<file path="src/rtl/counter_pkg.sv">
// Shared constants and parameter helpers for the free-running counter family.
package counter_pkg;

    localparam int COUNTER_DEFAULT_WIDTH = 8;

    // All-ones value for a w-bit count, safe for w = 64 where a shift would overflow.
    function automatic logic [63:0] max_for_width(input int w);
        if (w >= 64) begin
            return '1;
        end
        return (64'd1 << w) - 64'd1;
    endfunction

    function automatic bit params_legal(input int w,
                                        input logic [63:0] reset_value,
                                        input logic [63:0] step,
                                        input logic [63:0] max_value);
        bit ok;
        ok = 1'b1;
        if (w < 1 || w > 64) ok = 1'b0;
        if (max_value > max_for_width(w)) ok = 1'b0;
        if (reset_value > max_value) ok = 1'b0;
        if (step < 64'd1 || step > max_for_width(w)) ok = 1'b0;
        return ok;
    endfunction

endpackage

</file>
<file path="src/rtl/counter_next.sv">
// Combinational next-count: add STEP at WIDTH+1 bits, wrap into [RESET_VALUE, MAX_VALUE].
module counter_next
    import counter_pkg::*;
#(
    parameter int          WIDTH       = COUNTER_DEFAULT_WIDTH,
    parameter logic [63:0] RESET_VALUE = 64'd0,
    parameter logic [63:0] STEP        = 64'd1,
    parameter logic [63:0] MAX_VALUE   = max_for_width(WIDTH)
) (
    input  logic [WIDTH-1:0] cur,
    output logic [WIDTH-1:0] nxt
);

    localparam logic [WIDTH:0] STEP_X = (WIDTH+1)'(STEP);
    localparam logic [WIDTH:0] MAX_X  = (WIDTH+1)'(MAX_VALUE);
    localparam logic [WIDTH:0] RST_X  = (WIDTH+1)'(RESET_VALUE);

    logic [WIDTH:0] sum;
    logic [WIDTH:0] wrapped;

    always_comb begin
        sum     = {1'b0, cur} + STEP_X;
        // Overshoot past MAX_VALUE re-enters the range starting at RESET_VALUE.
        wrapped = RST_X + (sum - MAX_X - 1'b1);
        nxt     = (sum > MAX_X) ? wrapped[WIDTH-1:0] : sum[WIDTH-1:0];
    end

endmodule

</file>
<file path="src/rtl/counter.sv">
// Free-running parameterisable up-counter with synchronous active-low reset.
module counter
    import counter_pkg::*;
#(
    parameter int          WIDTH       = COUNTER_DEFAULT_WIDTH,
    parameter logic [63:0] RESET_VALUE = 64'd0,
    parameter logic [63:0] STEP        = 64'd1,
    parameter logic [63:0] MAX_VALUE   = max_for_width(WIDTH)
) (
    output logic [WIDTH-1:0] value,
    input  logic             clk,
    input  logic             rst
);

    if (!params_legal(WIDTH, RESET_VALUE, STEP, MAX_VALUE)) begin : g_param_check
        $error("counter: illegal WIDTH/RESET_VALUE/STEP/MAX_VALUE combination");
    end

    logic [WIDTH-1:0] nxt;

    counter_next #(
        .WIDTH       (WIDTH),
        .RESET_VALUE (RESET_VALUE),
        .STEP        (STEP),
        .MAX_VALUE   (MAX_VALUE)
    ) u_next (
        .cur (value),
        .nxt (nxt)
    );

    // Reset wins over counting on any edge where rst is sampled low.
    always_ff @(posedge clk) begin
        if (!rst) begin
            value <= WIDTH'(RESET_VALUE);
        end else begin
            value <= nxt;
        end
    end

endmodule

</file>
<file path="config.mk">
export PLATFORM = sky130hd
export DESIGN_NAME = counter
export DESIGN_NICKNAME = d
export VERILOG_FILES = /design/src/rtl/counter_pkg.sv /design/src/rtl/counter_next.sv /design/src/rtl/counter.sv
export SDC_FILE = /design/constraint.sdc
export NUM_CORES = 1
export LEC_CHECK = 0
export CORE_AREA = 2 2 39 41
export DETAILED_ROUTE_END_ITERATION = 10
export DIE_AREA = 0 0 41 43
export GPL_TIMING_DRIVEN = 0
export PLACE_DENSITY = 0.52
export RECOVER_POWER = 50
export SLEW_MARGIN = 20
export SYNTH_ARGS = -nofsm -noshare
export SYNTH_HDL_FRONTEND = slang
export SYNTH_SLANG_ARGS = --single-unit
export TNS_END_PERCENT = 1
</file>
<file path="constraint.sdc">
create_clock -name clk -period 1.86 [get_ports clk]
set_clock_uncertainty 0.2 [all_clocks]
set_input_delay 0.372 -clock clk [delete_from_list [all_inputs] [get_ports clk]]
set_output_delay 0.372 -clock clk [all_outputs]
set_load 0.1 [all_outputs]
</file>
[Word-level counts from Yosys, hierarchy flattened]
Cells that the tools add are included.
Storage, ports and cells
  register bits: 8
Operators by class
  magnitude comparators: 1
  mux-type cells: 1
  $add $sub $neg: 3
Operators by type and width (number)
  $add 8x1->9 const B: 1
  $gt 9x8->1 const B: 1
  $mux 8: 1
  $sub 8x1->8 const B: 1
  $sub 8x8->8 const B: 1

[Longest topological paths before layout]
  depth after elaboration: 4
  mapped depth: 4
  depth with buffers taken out: 4

[Modules after synthesis]
A second synthesis with hierarchy kept.
Second synthesis, totals
  cell total of the unflattened synthesis: 31
  area, all modules: 317.8 um^2
By module, submodules not included
  counter: times used 1, area each 210.2 um^2, cells each 16, sequential area each 160.2 um^2
  counter_next: times used 1, area each 107.6 um^2, cells each 15, sequential area each 0.0 um^2

[Worst setup path after synthesis]
No wires, ideal clock.
  path type: reg-to-reg
  start: register value[0]
  end: register value[6]
  path slack: -272 ps
  cell stages (with the launch flop): 5
  library setup time: 70 ps
  arrival time: 1862 ps
  required time: 1590 ps
  cell sequence: dfxtp_1 -> ha_1 -> nand2_1 -> or3_1 -> a21boi_1
On the way
  word-level cells in the longest chain between the ends: 4
RTL lines
  start: declaration: line counter.sv:10  | output logic [WIDTH-1:0] value,
  start signal: assignment: line counter.sv:34  | value <= WIDTH'(RESET_VALUE);
  start signal: assignment: line counter.sv:36  | value <= nxt;
  $add 8x1->9 (*): line counter_next.sv:22  | sum = {1'b0, cur} + STEP_X;
  $sub 8x8->8: line counter_next.sv:24  | wrapped = RST_X + (sum - MAX_X - 1'b1);
  $sub 8x1->8: line counter_next.sv:24
  $mux 8 (*): line counter_next.sv:25  | nxt = (sum > MAX_X) ? wrapped[WIDTH-1:0] : sum[WIDTH-1:0];
Every way passes the cells marked *; elsewhere a longest branch is shown, timed or not.
A chain may end at the register's enable or synchronous reset.

[Worst setup path after layout]
  start: register value[0]
  end: output port value[0]
No word-level cell between the ends.

==> metrics.csv <==
stage,metric,value,unit
worst_setup_path,critical_path_class,reg2out,
cells_and_area,stdcell_area,462,um^2
sta,hold_viol,0,
floorplan,core,1380,um^2
clock_tree,cts.sinks,8,
global_routing,grt_max_degree,10,
power,irDropWorstVdd,0.280,mV
cells_and_area,area_growth_syn_to_layout,42.5,%
global_routing,grt-ovfl-total,0,
cells_and_area,largest_reg_flops,8,
cells_and_area,n_antenna_cell,0,
place,dp_hpwl,439,um
sta,rsz0062_at_grt,false,
floorplan,dieArea,1760,um^2
power,p_per_area,812,nW/um^2
global_routing,grt_pass1_wl,972,um
place,gp_congestion,0.614,
worst_setup_path,r2r-start,value[0],
worst_setup_path,crit_path_end_kind,output port,
synth,synth-adder-area-share,3.86,%
cells_and_area,fill_cells,154,
synth,synth_xor_area_share,8.11,%
detailed_routing,wire_per_inst,9.82,um
cells_and_area,post-route-util,33.4,%
synth,avgSynthCellArea,9.82,um^2
place,port_buffers,9,
worst_setup_path,r2r_setup_slack,430,ps
sta,fmax,0.569,GHz
sta,finalMaxSlewViolations,0,
hold_path,hold_class,reg2reg,
worst_setup_path,cp-start-kind,flop,
floorplan,die_w,41,um
worst_setup_path,slowest_stage,clkdlybuf4s15_2,
detailed_routing,postRouteAntennaNets,0,
clock_tree,htree_levels,1,
detailed_routing,num_vias,268,
clock_tree,clock_latency,250,ps
worst_setup_path,path_cells,clkdlybuf4s15_2,
sta,layout_min_cycle_time,1760,ps
sta,setup_slack,104,ps
synth,synthMuxAreaShare,3.09,%
synth,synth_compound_area_share,7.72,%
synth,seq_area_frac_synth,49.4,%
synth,synth_top_area_share,49.4,%
clock_tree,cts_root_buf,clkbuf_4,
worst_setup_path,critPathLaunch,value[0],
synth,ys_types,16,
synth,synth-edff-count,0,
sta,max_slew_margin,63.9,%
place,placed_area,442,um^2
worst_setup_path,critPathMaxStageDelay,570,ps
floorplan,die_h,43,um
worst_setup_path,cp_max_fo,4,
sta,min_period_over_period,94.4,%
synth,synth_most_common_cell,dfxtp_1,
synth,ys_async_sr_fraction,0,%
place,preCtsSetupSlack,-214,ps
detailed_routing,dr.pass1.iters,2,
sta,tightest_slew,544,ps
synth,synthCells,33,
synth,synth_top_family_by_area,simple AND/OR/NAND/NOR gates,
detailed_routing,totalWireLength,599,um
cells_and_area,reg_top3,value (8),
synth,synth_area_leaders,"dfxtp_1, and2_1, xnor2_1, a21boi_1, ha_1",
worst_setup_path,worstPathRequired,1290,ps
synth,syn_nets,36,
cells_and_area,layout.area.seq,166,um^2
sta,fin_setup_tns,0,ps
cells_and_area,fin_cells,61,
place,placedCellCount,58,
clock_tree,clockBufferDepth,2,
synth,yosysTopAreaCell,dfxtp_1,
clock_tree,cts_hold_buf,0,
power,leakage,0.167,nW
clock_tree,clk_pin_slew,50,ps
cells_and_area,multiInputGateArea,155,um^2
synth,yosys-top-cells-count,"dfxtp_1, and2_1, nand2_1",
synth,ys_warn_count,0,
detailed_routing,drtIter0Drc,1,
cells_and_area,top_register,value,
synth,ys.flop_type,dfxtp_1,
global_routing,grt_pass1_vias,243,
clock_tree,cts_setup_buffers,0,
flow_run,maxCapViolCount,0,
global_routing,track_usage,9.27,%
detailed_routing,vias_per_cell,4.39,
synth,synth_simple_gate_area_share,26.6,%
worst_setup_path,crit_family,buffers and inverters,
clock_tree,cts_tree,built,
worst_setup_path,worst-path-buf-inv,1,
sta,finalSetupViolCount,0,
power,total_power,375,uW
outcome,status,completed,
floorplan,io_pins,10,
sta,fin_hold_ws,266,ps
global_routing,grt_antenna_before_repair,0,
floorplan,std_cell_rows,14,
detailed_routing,drc,0,
floorplan,start_util,23.4,%
clock_tree,cts_buffers,3,
cells_and_area,drive_above_1_share,35.6,%
synth,synth_area,324,um^2
worst_setup_path,arrival,1180,ps
synth,ys_ff_latch,8,
cells_and_area,fin_nets,50,
hold_path,hold_start,value[0],
[per-layer routing]
metal,wire [um],global-route usage (%),vias up
met5,0,0,-
met4,9,6.00,0
met3,43,7.85,2
met2,290,12.2,8
met1,255,9.45,124
li1,-,-,134
[power by group]
part | total, mW | internal [mW] | switching (mW)
sequential | 0.184 | 0.178 | 0.00546
clock | 0.129 | 0.0736 | 0.0556
combinational | 0.0621 | 0.0144 | 0.0478
total | 0.375 | 0.266 | 0.109
[timing repair]
action                                  in CTS  in global routing
pin swaps                                    0                  0
resized for setup                           23                  1
endpoints found under the hold margin        0                  0
endpoints found under the setup margin       8                  1
gates cloned                                 0                  0
[cells in the final DEF, fill, tap and decap left out, drive strengths merged]
cell and count:
dfxtp 8, clkdlybuf4s15 7, and2 4, clkbuf 4, nand2 3, nand3 3
o21ai 2, or3 2, xnor2 2, a21boi 2, nor2b 1, nand2b 1
inv 1, nor3 1, mux2i 1, xor2 1, ha 1, dlygate4sd3 1
[final timing paths]
path | end | cells after the start
min | value[0] | 1
min reg2reg | value[0] | 1
max | value[0] | 1
max reg2reg | value[6] | 4
[kinds of logic (layout without fill, tap and decap cells)]
kind of cell	after synthesis	in the layout
AO/OA/AOI/OAI	4	4
XOR/XNOR	3	3
adder cells (fa/ha/maj)	1	1
buffers and inverters	1	13
flip-flops	8	8
multiplexers	1	1
AND/OR/NAND/NOR	15	15
[layout make-up]
type,instances,area share (%)
flip-flops and latches,8,36.0
multi-input cells,24,33.6
repair buffers,9,20.3
clock buffers,3,4.88
well taps,16,4.34
inverters,1,0.813
No activity file was read; power rests on OpenSTA's default activity.
